$ cat src/rtl/mtimer.sv
// Memory-mapped machine timer: 64-bit mtime with prescaler, 64-bit mtimecmp
// and a registered level-sensitive interrupt request.
module mtimer #(
   parameter logic [31:0] BASE_ADDR = 32'h0000_0400
) (
   input  logic        clk,
   input  logic        rst,
   input  logic        rd_en,
   input  logic        wr_en,
   input  logic [31:0] addr,
   input  logic [31:0] wdata,
   output logic [31:0] rdata,
   output logic        hit,
   output logic        t_intr
);

   // Word index within the 32-byte window (addr[4:2]).
   localparam logic [2:0] W_MTIME_LO    = 3'd0;
   localparam logic [2:0] W_MTIME_HI    = 3'd1;
   localparam logic [2:0] W_MTIMECMP_LO = 3'd2;
   localparam logic [2:0] W_MTIMECMP_HI = 3'd3;
   localparam logic [2:0] W_CTRL        = 3'd4;
   localparam logic [2:0] W_STATUS      = 3'd5;

   logic [63:0] mtime_q,    mtime_d;
   logic [63:0] mtimecmp_q, mtimecmp_d;
   logic        en_q,       en_d;
   logic [7:0]  presc_q,    presc_d;
   logic [7:0]  pcnt_q,     pcnt_d;
   logic        t_intr_q,   t_intr_d;

   logic [2:0]  widx;
   logic        aligned;
   logic        wr_ok;
   logic        we_mtime_lo;
   logic        we_mtime_hi;
   logic        we_cmp_lo;
   logic        we_cmp_hi;
   logic        we_ctrl;
   logic        tick;
   logic        cmp;

   assign hit     = (addr[31:5] == BASE_ADDR[31:5]);
   assign widx    = addr[4:2];
   assign aligned = (addr[1:0] == 2'b00);
   assign wr_ok   = wr_en && hit && aligned;

   assign we_mtime_lo = wr_ok && (widx == W_MTIME_LO);
   assign we_mtime_hi = wr_ok && (widx == W_MTIME_HI);
   assign we_cmp_lo   = wr_ok && (widx == W_MTIMECMP_LO);
   assign we_cmp_hi   = wr_ok && (widx == W_MTIMECMP_HI);
   assign we_ctrl     = wr_ok && (widx == W_CTRL);

   assign tick = en_q && (pcnt_q == presc_q);
   assign cmp  = (mtime_q >= mtimecmp_q);

   assign t_intr = t_intr_q;

   // Read mux reflects pre-write contents when a write hits in the same cycle.
   always_comb begin
      rdata = '0;
      if (rd_en && hit && aligned) begin
         case (widx)
            W_MTIME_LO:    rdata = mtime_q[31:0];
            W_MTIME_HI:    rdata = mtime_q[63:32];
            W_MTIMECMP_LO: rdata = mtimecmp_q[31:0];
            W_MTIMECMP_HI: rdata = mtimecmp_q[63:32];
            W_CTRL:        rdata = {16'h0000, presc_q, 7'b000_0000, en_q};
            W_STATUS:      rdata = {31'b0, t_intr_q};
            default:       rdata = '0;
         endcase
      end
   end

   always_comb begin
      // A software write to either half wins over the tick; halves never carry.
      mtime_d = mtime_q;
      if (tick && !(we_mtime_lo || we_mtime_hi)) begin
         mtime_d = mtime_q + 64'd1;
      end
      if (we_mtime_lo) begin
         mtime_d[31:0] = wdata;
      end
      if (we_mtime_hi) begin
         mtime_d[63:32] = wdata;
      end

      mtimecmp_d = mtimecmp_q;
      if (we_cmp_lo) begin
         mtimecmp_d[31:0] = wdata;
      end
      if (we_cmp_hi) begin
         mtimecmp_d[63:32] = wdata;
      end

      en_d    = en_q;
      presc_d = presc_q;
      if (we_ctrl) begin
         en_d    = wdata[0];
         presc_d = wdata[15:8];
      end

      if (!en_q || tick || we_ctrl) begin
         pcnt_d = '0;
      end else begin
         pcnt_d = pcnt_q + 8'd1;
      end

      t_intr_d = en_q && cmp;
   end

   always_ff @(posedge clk) begin
      if (rst) begin
         mtime_q    <= '0;
         mtimecmp_q <= '1;
         en_q       <= 1'b0;
         presc_q    <= '0;
         pcnt_q     <= '0;
         t_intr_q   <= 1'b0;
      end else begin
         mtime_q    <= mtime_d;
         mtimecmp_q <= mtimecmp_d;
         en_q       <= en_d;
         presc_q    <= presc_d;
         pcnt_q     <= pcnt_d;
         t_intr_q   <= t_intr_d;
      end
   end

endmodule
$ cat config.mk
export PLATFORM = sky130hd
export DESIGN_NAME = mtimer
export DESIGN_NICKNAME = d
export VERILOG_FILES = /design/src/rtl/mtimer.sv
export SDC_FILE = /design/constraint.sdc
export NUM_CORES = 1
export LEC_CHECK = 0
export CAP_MARGIN = 20
export CORE_MARGIN = 2
export CORE_UTILIZATION = 58
export CTS_CLUSTER_SIZE = 30
export DETAILED_ROUTE_END_ITERATION = 10
export GPL_TIMING_DRIVEN = 0
export PLACE_DENSITY = 0.93
export SLEW_MARGIN = 40
export SYNTH_ARGS = -nofsm -noshare
export SYNTH_HDL_FRONTEND = slang
export SYNTH_SLANG_ARGS = --single-unit
$ cat constraint.sdc
create_clock -name clk -period 3.9 [get_ports clk]
set_clock_uncertainty 0.05 [all_clocks]
set_input_delay 1.17 -clock clk [delete_from_list [all_inputs] [get_ports clk]]
set_output_delay 1.17 -clock clk [all_outputs]
set_load 0.02 [all_outputs]
== Word-level counts from Yosys, hierarchy flattened ==
Index checks and enable logic that the tools add are counted.
Widths: inputs -> output; s select.
Storage, ports and cells
  register bits: 146
  latch bits: 0
  memory bits (writable): 0
  ROM bits: 0
  bits of input ports: 68
  output and inout bits: 34
  word-level logic and storage cells: 45
  memories: 0
Operators by class
  add/sub/neg operators: 2
  $mul: 0
  div/mod/pow operators: 0
  $lt $le $gt $ge: 1
  eq/ne operators: 7
  shift operators: 0
  multiplexer cells: 5
  bitwise gates (word level): 0
  reductions and logical operators: 22
Operators by type and width (count)
  $pmux 32 s6: 1
  $mux 32: 3
  $add 64x1->64 const B: 1
  $ge 64x64->1: 1
  $mux 64: 1
  $eq 27x6->1 const B: 1
  $logic_and 1x1->1: 12
  $add 8x1->8 const B: 1
  $eq 8x8->1: 1
  $eq 3x2->1 const B: 2
  $eq 3x3->1 const B: 2
  $reduce_bool 2->1: 2
  $eq 3x1->1 const B: 1
  $logic_not 3->1: 1
  $logic_or 1x1->1: 3
  $logic_not 1->1: 2
  $logic_not 2->1: 1
  $reduce_or 2->1: 1

== Depth between registers and ports, before layout ==
  word-level depth: 9
  gate-level depth with buffers: 9
  depth with buffers taken out: 8

== Worst setup path after synthesis ==
No wires, ideal clock.
  path type: input -> output
  start: in addr[7]
  end: out rdata[28]
  arrival: 3020 ps
  data required time: 2680 ps
  setup slack: -340 ps
  stages: 7
  path buffers: 1
  cell sequence: nor4b_1 > nand4_1 > nor2_1 > nand3_1 > a21o_1 > clkbuf_1 > a21oi_1
Between the ends
  word-level cells in the longest chain between the ends: 4
RTL lines
  from (decl): line 10  | input logic [31:0] addr,
  $eq 27x6->1: line 43  | assign hit = (addr[31:5] == BASE_ADDR[31:5]);
  named net hit: line 13  | output logic hit,
  $logic_and 1x1->1 (2 in a row): line 62  | if (rd_en && hit && aligned) begin
  $mux 32: line 62
  to (decl): line 12  | output logic [31:0] rdata,
The timed path passes the listed nets, and every way through them passes these cells.

== Worst setup path in the final report ==
  start: in addr[25]
  end: out rdata[28]
Between the ends
  word-level cells in the longest chain between the ends: 4
RTL lines (line)
  $eq 27x6->1: 43
  $logic_and 1x1->1 (2 in a row): 62
  $mux 32: 62
No other way between the ends.

==> impl_metrics.json <==
{
  "clk_path_buf_depth": 2,
  "die_w_um": 131,
  "cp-startpoint": "addr[25]",
  "synth_edf_count": 0,
  "synth_ff_type": "dfxtp_1",
  "failed_checks": "negative setup slack",
  "drv_slew": 0,
  "crit_chain": "dlygate4sd2_1 > nor3_2 > nand3_2 > nor2_4 > nand3_4 > a21o_4 > clkbuf_16 > a21oi_4 > buf_6",
  "fin_crit_sh": 1.08,
  "wl_met3_um": 5540,
  "cellLeakagePower_nw": 4.84,
  "die-area_mm2": 0.0170,
  "drive_above_1_share": 0.166,
  "io_pins": 102,
  "setup.worst_path.start_class": "primary input",
  "required_ns": 2.68,
  "cp_max_fo": 6,
  "postRouteWirelength_um": 40600,
  "ant_nets": 0,
  "cts_tree": "done",
  "setup_slack_ns": -0.315,
  "fin_crit_ns": 4.21,
  "cp-end-kind": "output port",
  "worst-setup-path-type": "in -> out",
  "yosys_warnings": 0,
  "worst_r2r_path_depth": 9,
  "drtIter0Drc": 1541,
  "netlist-cell-type-count": 64,
  "h-tree-depth": 4,
  "tns_ns": -8.35,
  "synth_nets": 1325,
  "outcome": "finished with violations",
  "report.final.setup_viol": 74,
  "yosysTopAreaCell": "dfxtp_1",
  "max_cap_violations": 0,
  "nNetsFinal": 1468,
  "drc": 0,
  "synth_cells": 1191,
  "hold_buffers": 0,
  "hold_ws_ns": 0.442,
  "wl_met1_um": 14400,
  "hold_violations": 0,
  "synth.area.top_cells": "dfxtp_1 31%, ha_1 8.9%, nand2_1 6.7%",
  "clk_pin_slew_worst_paths_ns": 0.06,
  "antenna_cells": 0,
  "clock_sinks": 146,
  "place_congestion": 1.08,
  "p_per_area_mw_per_mm2": 282,
  "rsz0062_at_grt": "yes",
  "avgSynthCellArea_um2": 7.80,
  "num_vias": 11000,
  "root_buffer": "clkbuf_16",
  "via_per_inst": 7.03,
  "ys_seq_elements": 146,
  "io_buffer_count": 100,
  "start_util": 0.589,
  "num_rows": 46,
  "synth_top_area_frac": 0.315,
  "gr-total-overflow": 0,
  "cts_made_buffers": 17,
  "fillCellCount": 1159,
  "slew_headroom": 0.397,
  "grt_max_degree": 17,
  "area_growth_pct": 30.6,
  "die_h_um": 131,
  "arrival_ns": 2.99,
  "critPathCapture": "rdata[28]",
  "synthArstFlopShare": 0,
  "ir_drop_v": 0.000319,
  "seq_area_frac_synth": 0.315,
  "worstSkewPairLatency_ns": 0.45,
  "max_freq_mhz": 237,
  "crit_path_max_incr_delay_ns": 0.28,
  "dp.final_hpwl_um": 28400,
  "final_cells": 1563,
  "drt_pass1_iterations": 8,
  "r2r_setup_slack_ns": 0.51,
  "worstMarginPinSlew_ns": 0.905,
  "coreArea_mm2": 0.0158,
  "antenna_found_initial": 0,
  "placed_cells": 1507,
  "grt_usage": 0.477,
  "preCtsSetupSlack_ns": -1.91,
  "top_layer_used": "met4",
  "r2r_start": "mtime_q[23]$_SDFFE_PP0P_",
  "synth_area_mm2": 0.00929,
  "wire_per_inst_um": 26.0,
  "routed-wl-met2_um": 17200,
  "hold_path_class": "reg -> reg",
  "crit_slowest_cell": "a21o_4",
  "grt_pass1_wl_um": 60400,
  "grt_pass1_vias": 10500,
  "timing.rr.end": "mtime_q[39]$_SDFFE_PP0P_"
}
==> cells by family (layout without fill, tap and decap cells) <==
| kind of cell | Yosys count | in the layout | share of synthesized area |
|---|---|---|---|
| fa+ha+maj | 66 | 66 | 0.0889 |
| buf+inv | 154 | 310 | 0.0638 |
| flops | 146 | 146 | 0.315 |
| compound gates | 337 | 337 | 0.247 |
| mux | 11 | 11 | 0.0125 |
| simple gates | 446 | 446 | 0.244 |
| xor+xnor | 31 | 31 | 0.0292 |
==> cell type report <==
type / count / area [µm²] / share of cell area
buffer: 74 / 504 / 0.0416
clock inverter: 13 / 136 / 0.0112
tap: 216 / 270 / 0.0223
multi-input combinational: 891 / 6360 / 0.524
clock buffer: 19 / 443 / 0.0365
sequential: 146 / 2920 / 0.241
inverter: 77 / 289 / 0.0238
timing repair buffer: 127 / 1210 / 0.0997
==> cells in the mapped netlist (15+ instances only) <==
master	count
xnor2_1	16
a311oi_1	16
dfxtp_1	146
inv_1	76
nand2_1	166
and3_1	15
a22oi_1	53
a211oi_1	22
a31oi_1	25
nor2_1	73
xor2_1	15
nand3_1	32
o211ai_1	79
nor4_1	21
ha_1	66
nand4_1	34
a21oi_1	71
clkbuf_1	63
or3_1	27
o21ai_0	31
==> power breakdown <==
part           total, W      switching [W]  internal [W]
combinational  0.000265           0.000161      0.000105
clock           0.00166           0.000707      0.000956
sequential      0.00149  0.000000000000522       0.00149
==> per-stage QoR <==
step	cell area, µm²	power (W)	utilization
3_3_place_gp	11000	0.00174	0.697
4_1_cts	12000	0.00338	0.763
5_1_grt	12100	0.00347	0.769
2_1_floorplan	9720	0.00161	-
6_report	12100	0.00342	0.769
3_5_place_dp	11000	0.00174	0.698
==> worst max-delay path: cells and delay by family <==
| kind | cells | cell delay (ns) |
|---|---|---|
| buffers and inverters | 3 | 0.62 |
| AND/OR/NAND/NOR | 4 | 0.68 |
| AO/OA/AOI/OAI | 2 | 0.51 |
==> routing by layer <==
layer | global-route usage | up-vias
li1 | - | 4731
met1 | 0.572 | 5045
met2 | 0.712 | 922
met3 | 0.166 | 288
met4 | 0.342 | 0
met5 | 0 | -
==> state kept, by name, indices dropped and copies added (netlist names) <==
register / cells
en_q: 1
mtime_q: 64
mtimecmp_q: 64
pcnt_q: 8
presc_q: 8
t_intr: 1
==> cells in the final DEF, fill, tap and decap left out, types with 30 or more instances in the layout <==
cell type          n
nand2_1          166
dfxtp_1          146
o211ai_1          79
inv_1             76
ha_1              66
nor2_1            63
a22oi_1           46
a21oi_1           46
clkbuf_1          42
buf_6             38
clkdlybuf4s50_1   38
nand4_1           34
o21ai_0           31
nand3_1           30
==> worst min path at each step <==
stage,cells past startpoint,from,slack [ns],endpoint
floorplan,1,pcnt_q[0]$_SDFF_PP0_,0.40,pcnt_q[0]$_SDFF_PP0_
global placement,1,pcnt_q[0]$_SDFF_PP0_,0.42,pcnt_q[0]$_SDFF_PP0_
detailed placement,2,presc_q[2]$_SDFFE_PP0P_,0.43,presc_q[2]$_SDFFE_PP0P_
CTS,2,presc_q[2]$_SDFFE_PP0P_,0.45,presc_q[2]$_SDFFE_PP0P_
global route,1,pcnt_q[0]$_SDFF_PP0_,0.47,pcnt_q[0]$_SDFF_PP0_
finish,1,pcnt_q[0]$_SDFF_PP0_,0.44,pcnt_q[0]$_SDFF_PP0_
==> timing repair <==
item,in CTS,in global routing
setup endpoints to repair,98,96
gates cloned,2,0
setup buffers,18,7
pin swaps,21,13
gates resized for setup,345,36
(Power assumes the default switching activity.)
